<file path="config.mk">
export PLATFORM = sky130hd
export DESIGN_NAME = icache_ctrl_flat
export DESIGN_NICKNAME = d
export VERILOG_FILES = /design/src/rtl/icache_if.sv /design/src/rtl/icache_ctrl.sv /design/src/flat_wrapper.sv
export SDC_FILE = /design/constraint.sdc
export NUM_CORES = 2
export LEC_CHECK = 0
export BUFFER_PORTS_ARGS = -buffer_cell sky130_fd_sc_hd__buf_2
export CORE_ASPECT_RATIO = 0.9
export CORE_MARGIN = 4
export CORE_UTILIZATION = 60
export DETAILED_ROUTE_END_ITERATION = 12
export PLACE_DENSITY = 0.76
export RECOVER_POWER = 25
export SLEW_MARGIN = 20
export SYNTH_ARGS = -nofsm -noshare
export SYNTH_HDL_FRONTEND = slang
export SYNTH_MEMORY_MAX_BITS = 65536
export SYNTH_SLANG_ARGS = --single-unit
</file>
<file path="constraint.sdc">
create_clock -name clk -period 6.26 [get_ports clk]
set_input_delay 0.939 -clock clk [delete_from_list [all_inputs] [get_ports clk]]
set_output_delay 0.939 -clock clk [all_outputs]
set_load 0.01 [all_outputs]
</file>
<file path="src/rtl/icache_if.sv">
// Fetch-side and memory-side signals of the direct-mapped instruction cache.
// The cache uses the slave modport; the fetch stage / memory model uses master.
interface icache_if;
   logic [15:0] i_addr;
   logic [15:0] instr;
   logic        i_hit;
   logic        flush;
   logic        mem_re;
   logic [15:0] mem_addr;
   logic        mem_rdy;
   logic [63:0] mem_rd_data;

   modport master (
      output i_addr, flush, mem_rdy, mem_rd_data,
      input  instr, i_hit, mem_re, mem_addr
   );

   modport slave (
      input  i_addr, flush, mem_rdy, mem_rd_data,
      output instr, i_hit, mem_re, mem_addr
   );
endinterface

</file>
<file path="src/rtl/icache_ctrl.sv">
// Direct-mapped read-only instruction cache: combinational hits, one full-line
// fill per miss, flush invalidates everything (a fill in flight lands invalid).
module icache_ctrl #(
   parameter int INDEX_BITS = 6
) (
   input logic     clk,
   input logic     rst,
   icache_if.slave bus
);
   localparam int LINES    = 1 << INDEX_BITS;
   localparam int TAG_BITS = 16 - INDEX_BITS - 2;

   typedef enum logic {IDLE, FILL} state_t;

   state_t                state;
   logic [LINES-1:0]      valid;
   logic [TAG_BITS-1:0]   tag_mem  [LINES];
   logic [63:0]           data_mem [LINES];
   logic                  drop;
   logic                  mem_re_q;
   logic [15:0]           mem_addr_q;

   logic [1:0]            off;
   logic [INDEX_BITS-1:0] idx;
   logic [TAG_BITS-1:0]   tag;
   logic [INDEX_BITS-1:0] fill_idx;
   logic [TAG_BITS-1:0]   fill_tag;
   logic                  hit;
   logic [63:0]           line;
   logic [15:0]           word;

   assign off      = bus.i_addr[1:0];
   assign idx      = bus.i_addr[INDEX_BITS+1:2];
   assign tag      = bus.i_addr[15:INDEX_BITS+2];
   assign fill_idx = mem_addr_q[INDEX_BITS+1:2];
   assign fill_tag = mem_addr_q[15:INDEX_BITS+2];

   // Lookups are only honoured in IDLE so a half-filled line is never served.
   assign hit = (state == IDLE) && valid[idx] && (tag_mem[idx] == tag);

   always_comb begin
      line = data_mem[idx];
      word = '0;
      case (off)
         2'd0: word = line[15:0];
         2'd1: word = line[31:16];
         2'd2: word = line[47:32];
         2'd3: word = line[63:48];
         default: word = '0;
      endcase
   end

   assign bus.i_hit    = hit;
   assign bus.instr    = hit ? word : 16'h0000;
   assign bus.mem_re   = mem_re_q;
   assign bus.mem_addr = mem_addr_q;

   // Tag and data are written on every completed fill, even a dropped one.
   always_ff @(posedge clk) begin
      if (state == FILL && bus.mem_rdy) begin
         tag_mem[fill_idx]  <= fill_tag;
         data_mem[fill_idx] <= bus.mem_rd_data;
      end
   end

   always_ff @(posedge clk or posedge rst) begin
      if (rst) begin
         state      <= IDLE;
         valid      <= '0;
         drop       <= 1'b0;
         mem_re_q   <= 1'b0;
         mem_addr_q <= 16'h0000;
      end else begin
         case (state)
            IDLE: begin
               if (bus.flush) begin
                  valid <= '0;
               end else if (!hit) begin
                  mem_addr_q <= {bus.i_addr[15:2], 2'b00};
                  mem_re_q   <= 1'b1;
                  state      <= FILL;
               end
            end
            FILL: begin
               if (bus.mem_rdy) begin
                  if (bus.flush) begin
                     valid <= '0;
                  end else if (!drop) begin
                     valid[fill_idx] <= 1'b1;
                  end
                  mem_re_q <= 1'b0;
                  drop     <= 1'b0;
                  state    <= IDLE;
               end else if (bus.flush) begin
                  valid <= '0;
                  drop  <= 1'b1;
               end
            end
            default: state <= IDLE;
         endcase
      end
   end
endmodule

</file>
<file path="src/flat_wrapper.sv">
// flat-port wrapper written by rule: the top's interface ports become plain ports
module icache_ctrl_flat 
#(
   parameter int INDEX_BITS = 6
)
  (clk, rst, bus_i_addr, bus_flush, bus_mem_rdy, bus_mem_rd_data, bus_instr, bus_i_hit, bus_mem_re, bus_mem_addr);
  icache_if bus_i ();
  input logic clk;
  input logic rst;
  input wire logic [$bits(bus_i.i_addr)-1:0] bus_i_addr;
  input wire logic [$bits(bus_i.flush)-1:0] bus_flush;
  input wire logic [$bits(bus_i.mem_rdy)-1:0] bus_mem_rdy;
  input wire logic [$bits(bus_i.mem_rd_data)-1:0] bus_mem_rd_data;
  output wire logic [$bits(bus_i.instr)-1:0] bus_instr;
  output wire logic [$bits(bus_i.i_hit)-1:0] bus_i_hit;
  output wire logic [$bits(bus_i.mem_re)-1:0] bus_mem_re;
  output wire logic [$bits(bus_i.mem_addr)-1:0] bus_mem_addr;
  assign bus_i.i_addr = bus_i_addr;
  assign bus_i.flush = bus_flush;
  assign bus_i.mem_rdy = bus_mem_rdy;
  assign bus_i.mem_rd_data = bus_mem_rd_data;
  assign bus_instr = bus_i.instr;
  assign bus_i_hit = bus_i.i_hit;
  assign bus_mem_re = bus_i.mem_re;
  assign bus_mem_addr = bus_i.mem_addr;
  icache_ctrl #(.INDEX_BITS(INDEX_BITS)) u_core (.clk(clk), .rst(rst), .bus(bus_i));
endmodule
</file>
### Word-level counts from Yosys, hierarchy flattened

Memory sizes are Yosys's and may differ from the RTL's.
Index checks and enable logic that the tools add are counted.
W data, S select, Z words.

| storage, ports and cells | value |
|---|---|
| ROM bits | 0 |
| bits in registers | 81 |
| memory bits (writable) | 4608 |
| bits of input ports | 84 |
| latch bits | 0 |
| memories kept | 2 |

| cells by class | value |
|---|---|
| equality and inequality tests | 8 |
| reduce and logical (&&, ||, !) cells | 9 |
| div/mod/pow operators | 0 |
| multiply operators | 0 |
| bitwise gates (word level) | 4 |
| mux-type cells | 23 |
| order comparisons | 3 |
| shift-type cells | 0 |
| add/sub/neg operators | 0 |

Memories:

| name | depth | width | read ports | clocked after Yosys merged registers in | wr ports | line | source |
|---|---|---|---|---|---|---|---|
| u_core.data_mem | 64 | 64 | 1 | 0 | 1 | icache_ctrl.sv:18 | `logic [63:0] data_mem [LINES];` |
| u_core.tag_mem | 64 | 8 | 1 | 0 | 1 | icache_ctrl.sv:17 | `logic [TAG_BITS-1:0] tag_mem [LINES];` |

Operators with widths:

| kind | number |
|---|---|
| $mux W64 | 4 |
| $pmux W64 S2 | 1 |
| $or A64 B64 Y64 | 1 |
| $pmux W16 S4 | 1 |
| $mux W16 | 1 |
| $lt A6 B7 Y1 const B | 2 |
| $mux W1 | 12 |
| $eq A8 B8 Y1 | 1 |
| $bmux W1 S6 | 1 |
| $demux W1 S6 | 1 |
| $ge A6 B1 Y1 const B | 1 |
| $ne A2 B2 Y1 const B | 3 |
| $reduce_and A3 Y1 | 2 |
| $eq A2 B2 Y1 const B | 2 |
| $logic_and A1 B1 Y1 | 4 |
| $ne A4 B4 Y1 const B | 1 |
| $pmux W1 S2 | 2 |
| $not A1 Y1 | 3 |
| $eq A2 B1 Y1 const B | 1 |
| $logic_not A2 Y1 | 1 |
| $reduce_and A2 Y1 | 1 |
| $reduce_bool A2 Y1 | 1 |

### Depth between registers and ports, before layout

| logic depth | value |
|---|---|
| word-level depth | 9 |
| gate-level depth with buffers | 18 |
| depth with buffers taken out | 8 |

### Worst setup path after synthesis

Ideal clock, no wire load.

| timing | value |
|---|---|
| kind | input port to output port |
| from | input bus_i_addr[3] |
| to | output bus_instr[12] |
| data arrival time | 4.271 ns |
| stages on the path | 15 |
| data required time | 5.321 ns |
| path buffers | 10 |
| path slack | 1.050 ns |
| cell sequence | buf_2 > buf_6 > buf_6 > buf_6 > buf_4 > buf_6 > buf_6 > buf_2 > buf_2 > buf_1 > mux4_2 > mux4_2 > mux4_1 > mux2i_1 > a2111oi_2 |

| on the way | value |
|---|---|
| longest elaborated chain between the ends | 5 |
| elaborated cells between the ends (all ways) | 9 |
| classes of those cells | eq/ne (1); mux (4); reduce/logical (2); memory (2) |

RTL lines:

| item | line | source |
|---|---|---|
| start: declaration | flat_wrapper.sv:10 | `input wire logic [$bits(bus_i.i_addr)-1:0] bus_i_addr;` |
| parallel branches: the longest is 4 deep, another holds $mem_v2 Z64 W8 | -- |  |
| $mux W16 * | icache_ctrl.sv:54 | `assign bus.instr = hit ? word : 16'h0000;` |
| end: declaration | flat_wrapper.sv:14 | `output wire logic [$bits(bus_i.instr)-1:0] bus_instr;` |

Mark *: on every way between the ends. The select of a mux whose other input is x is not followed.

### Worst setup path in the final report

| timing | value |
|---|---|
| from | input bus_i_addr[4] |
| to | output bus_instr[13] |

The elaborated chain is that of the path after synthesis.

==> impl_results.html <==
<table>
<tr><th>Metric</th><th>Value</th></tr>
<tr><th colspan="2">GRT</th></tr>
<tr><td>First-pass GRT wire length</td><td>~760000 um</td></tr>
<tr><td>Antenna violations before repair</td><td>50</td></tr>
<tr><td>Global Route Usage Sum</td><td>a little over a third</td></tr>
<tr><td>Pin count of the biggest net entering global routing</td><td>roughly 130</td></tr>
<tr><td>Global-route congestion overflow total</td><td>0</td></tr>
<tr><td>Via count of the first global-routing pass</td><td>90.9k</td></tr>
<tr><th colspan="2">Clock network</th></tr>
<tr><td>Number of buffers created by CTS</td><td>around 440</td></tr>
<tr><td>Insertion delay to the later sink of the worst-skew pair</td><td>a little over 1000 ps</td></tr>
<tr><td>Post-CTS Setup Repair Bufs</td><td>0</td></tr>
<tr><td>Resize count post-CTS</td><td>0</td></tr>
<tr><td>H-tree levels</td><td>5</td></tr>
<tr><td>Clock-pin transition on the worst setup and hold timing paths</td><td>approximately 60 ps</td></tr>
<tr><td>Maximum count of clock buffers along a single path</td><td>4</td></tr>
<tr><td>TritonCTS clock tree</td><td>yes</td></tr>
<tr><td>Root buf cell</td><td>clkbuf_16</td></tr>
<tr><td>Clock sinks</td><td>4689</td></tr>
<tr><td>Hold bufs inserted after CTS</td><td>0</td></tr>
<tr><th colspan="2">Critical path</th></tr>
<tr><td>Startpoint Class</td><td>input port</td></tr>
<tr><td>Start-to-end type of the worst setup path</td><td>in -&gt; out</td></tr>
<tr><td>Required time at the endpoint of the critical path</td><td>~5300 ps</td></tr>
<tr><td>R2r setup slk</td><td>1990 ps</td></tr>
<tr><td>Critical path capture point</td><td>bus_instr[13]</td></tr>
<tr><td>Worst reg2reg path endpoint</td><td>u_core.data_mem[27][50]$_DFFE_PP_</td></tr>
<tr><td>CP endpoint kind</td><td>output port</td></tr>
<tr><td>FF-to-FF path depth</td><td>6</td></tr>
<tr><td>Crit path DAT</td><td>between 5000 and 6000 ps</td></tr>
<tr><td>Reg2reg start</td><td>u_core.state$_DFF_PP0_</td></tr>
<tr><td>Worst-path maximum fanout</td><td>62</td></tr>
<tr><td>Start point of the critical path</td><td>bus_i_addr[4]</td></tr>
<tr><th colspan="2">Yosys</th></tr>
<tr><td>Part of the Yosys area used for sequential elements</td><td>just under 80%</td></tr>
<tr><td>Async set or reset register ratio after synthesis</td><td>roughly 1.7%</td></tr>
<tr><td>Synth Warn #</td><td>0</td></tr>
<tr><td>Post-synth top area share</td><td>between 70 and 80%</td></tr>
<tr><td>Number of synthesized flops with an enable pin</td><td>between 4k and 5k</td></tr>
<tr><td>Main area contributors after synthesis</td><td>edfxtp_1 (77%), mux4_2 (18%), dfrtp_1 (1.1%)</td></tr>
<tr><td>Avg Inst Size Synth</td><td>24.8 sq um</td></tr>
<tr><td>Gate Count Post-Synth</td><td>just over 7k</td></tr>
<tr><td>Count of unique library cells instantiated by Yosys</td><td>81</td></tr>
<tr><td>Netlist Area Pre-Place</td><td>around 0.18 sq mm</td></tr>
<tr><td>Top flip-flop cell by instance count after synthesis</td><td>edfxtp_1</td></tr>
<tr><td>Number of storage elements in the synthesis netlist</td><td>4689</td></tr>
<tr><td>Leading area contributor after synthesis</td><td>edfxtp_1</td></tr>
<tr><th colspan="2">Power and ir drop</th></tr>
<tr><td>Power density over the cells</td><td>about 330 mW/mm^2</td></tr>
<tr><td>Max VDD drop</td><td>roughly 0.28 mV</td></tr>
<tr><td>Pleak</td><td>~62 nW</td></tr>
<tr><th colspan="2">Worst hold path</th></tr>
<tr><td>Number of cells traversed by the worst hold path</td><td>2</td></tr>
<tr><td>Class of the worst hold path</td><td>in -&gt; reg</td></tr>
<tr><th colspan="2">Placed design</th></tr>
<tr><td>Gpl congestion</td><td>0.824</td></tr>
<tr><td>Estimated wirelength of the detail-placed design</td><td>239000 um</td></tr>
<tr><td>Count of input and output buffers</td><td>~120</td></tr>
<tr><td>Cell area after placement</td><td>between 0.15 and 0.2 sq mm</td></tr>
<tr><th colspan="2">Route</th></tr>
<tr><td>Ratio of routed vias to standard cells</td><td>~7.7</td></tr>
<tr><td>Post-route antenna net violation count</td><td>0</td></tr>
<tr><td>Aggregate routed wire length</td><td>552000 um</td></tr>
<tr><td>Via count</td><td>92.7k</td></tr>
<tr><td>Detailed Routing Iterations Pass 1</td><td>5</td></tr>
<tr><td>Number of DRC markers after the initial detailed-route iteration</td><td>19.9k</td></tr>
<tr><td>Residual DRC count</td><td>0</td></tr>
<tr><td>Routed length per instance</td><td>between 40 and 50 um</td></tr>
<tr><th colspan="2">Die</th></tr>
<tr><td>Die extent in x</td><td>586 um</td></tr>
<tr><td>Area inside the core boundary</td><td>0.299 sq mm</td></tr>
<tr><td>Height of the chip</td><td>between 500 and 600 um</td></tr>
<tr><td>Area of the die</td><td>0.310 sq mm</td></tr>
<tr><td>Effective utilization at floorplan</td><td>about 60%</td></tr>
<tr><td>Cell Rows</td><td>190</td></tr>
<tr><td>I/O pin total</td><td>roughly 120</td></tr>
<tr><th colspan="2">Finish</th></tr>
<tr><td>Most frequent cells in the layout</td><td>edfxtp_1 (4608), mux4_2 (1419), clkbuf_16 (445), buf_4 (168), clkbuf_1 (143)</td></tr>
<tr><td>Area added between synthesis and finish</td><td>11.8%</td></tr>
<tr><td>Commonest non-fill, non-tap cell in the layout</td><td>edfxtp_1</td></tr>
<tr><td>Share of post-route cells with drive strength above 1</td><td>31.0%</td></tr>
<tr><td>Number of nets in the finished design</td><td>7760</td></tr>
<tr><td>Share of the core filled with cells</td><td>a little under 70%</td></tr>
<tr><td>Layout fillers</td><td>roughly 17k</td></tr>
<tr><td>Finished Cell Area</td><td>~0.20 sq mm</td></tr>
<tr><th colspan="2">Timing</th></tr>
<tr><td>Final setup violation count</td><td>2</td></tr>
<tr><td>Final cycle utilization of the critical path</td><td>101%</td></tr>
<tr><td>Final hold slack</td><td>~240 ps</td></tr>
<tr><td>Max-slew violation count</td><td>between 3k and 4k</td></tr>
<tr><td>Clock Skew</td><td>between 40 and 50 ps</td></tr>
<tr><td>Slew of the pin with the lowest slew margin</td><td>approximately 4300 ps</td></tr>
<tr><td>Hold Violations, Final</td><td>0</td></tr>
<tr><td>Achievable Freq</td><td>roughly 0.16 GHz</td></tr>
<tr><td>Rel. slew slack</td><td>-187%</td></tr>
<tr><td>Worst path setup slack after routing</td><td>-35.1 ps</td></tr>
<tr><td>Setup repair after global routing missed its margin</td><td>false</td></tr>
<tr><td>Tmin final</td><td>about 6300 ps</td></tr>
<tr><th colspan="2">Run status</th></tr>
<tr><td>Failing checks</td><td>capacitance limit, slew limit, setup timing</td></tr>
<tr><td>Result of the run</td><td>finished, violations left</td></tr>
<tr><th colspan="2">Flow run</th></tr>
<tr><td>Number of violations of the max-capacitance limit</td><td>51</td></tr>
</table>
-- stage by stage --
step | setup slack [ps] | power (mW) | TNS, ps | cells
6_report | -35.1 | 65.9 | -58.0 | 12000
2_1_floorplan | 1050 | 37.9 | 0 | 7261
4_1_cts | 78.7 | 65.8 | 0 | 12000
3_3_place_gp | 175 | 39.2 | 0 | 11200
5_1_grt | 21.7 | 67.5 | 0 | 12000
3_5_place_dp | 157 | 39.4 | 0 | 11200
-- state kept, by name (all words and copies together), names as in the netlist --
signal	flops
u_core.data_mem	4096
u_core.tag_mem	512
u_core.valid	64
u_core.bus.mem_addr	14
u_core.bus.mem_re	1
u_core.drop	1
u_core.state	1
-- metal layers --
layer | up-vias | global-route usage [%] | wire, um
met3 | 1922 | 10.2 | 85400
met4 | 22 | 18.6 | 34100
met5 | - | 0 | 139
met1 | 48200 | 48.7 | 173000
met2 | 10000 | 54.1 | 259000
li1 | 32500 | - | -
-- synth_stat cells (5+ instances only) --
cell type and n:
edfxtp_1 4608, nor2b_1 25, buf_12 6, mux4_1 39, o211ai_1 21, buf_6 37
and2_1 8, buf_2 151, o21ai_0 7, nand3b_1 7, o31ai_1 15, a22o_1 11
or3_1 5, nor2_1 89, a2111oi_2 17, buf_1 31, a221oi_1 8, buf_4 32
a211oi_2 16, mux2i_1 88, o21a_1 15, nand2_1 52, dfrtp_1 81, and2b_1 5
clkbuf_1 144, nor3_1 9, nor3b_1 12, o22ai_1 68, mux2_2 7, inv_1 71
a21oi_1 23, nand3_1 14, mux4_2 1419, a22oi_1 30
-- critical path, cell delays in order --
cell,delay (ps)
buf_8,460
buf_4,500
mux4_1,410
o211ai_1,320
o32ai_1,160
o31a_1,310
xor2_1,160
or4b_2,760
buf_4,350
a2111oi_2,690
buf_2,260
-- power breakdown --
group | internal (mW) | total, mW | leakage, nW | switching, mW
logic | 1.35 | 3.75 | 13.0 | 2.39
clock network | 14.9 | 27.0 | 6.93 | 12.1
registers | 35.0 | 35.2 | 42.5 | 0.145
total | 51.2 | 65.9 | 62.4 | 14.6
-- how the worst min path moves through the flow --
stage / start / to / slack [ps]
after floorplan: u_core.valid[2]$_DFFE_PP0P_ / u_core.valid[2]$_DFFE_PP0P_ / 500
after global placement: u_core.bus.mem_re$_DFFE_PP0P_ / u_core.bus.mem_re$_DFFE_PP0P_ / 510
after detailed placement: u_core.bus.mem_re$_DFFE_PP0P_ / u_core.bus.mem_re$_DFFE_PP0P_ / 520
after CTS: bus_mem_rdy / u_core.drop$_DFFE_PP0P_ / 190
after global routing: bus_mem_rdy / u_core.drop$_DFFE_PP0P_ / 240
final: bus_mem_rdy / u_core.drop$_DFFE_PP0P_ / 240
-- area by class of cell --
cell class	count	area (sq um)	share of cell area, %
sequential	4689	140000	69.6
multi-input combinational	2091	38000	18.8
clock buffer	536	11500	5.69
tap	3936	4920	2.44
timing repair buffer	381	3780	1.88
clock inverter	275	2780	1.38
inverter	74	279	0.138
antenna	38	95.1	0.0471
-- cells by family (layout without fill, tap and decap cells) --
| family | count (synthesis) | count (layout) | synth area share, % |
|---|---|---|---|
| DFF | 4689 | 4689 | 77.8 |
| AOI/OAI and AO/OA | 265 | 265 | 1.16 |
| other | 1 | 40 | 0.00208 |
| muxes | 1553 | 1553 | 18.8 |
| xor gates and xnor gates | 3 | 3 | 0.0146 |
| and+or+nand+nor | 268 | 268 | 0.779 |
| buffers and inverters | 481 | 1266 | 1.40 |
Note: power is estimated with default switching activity, not from simulation.
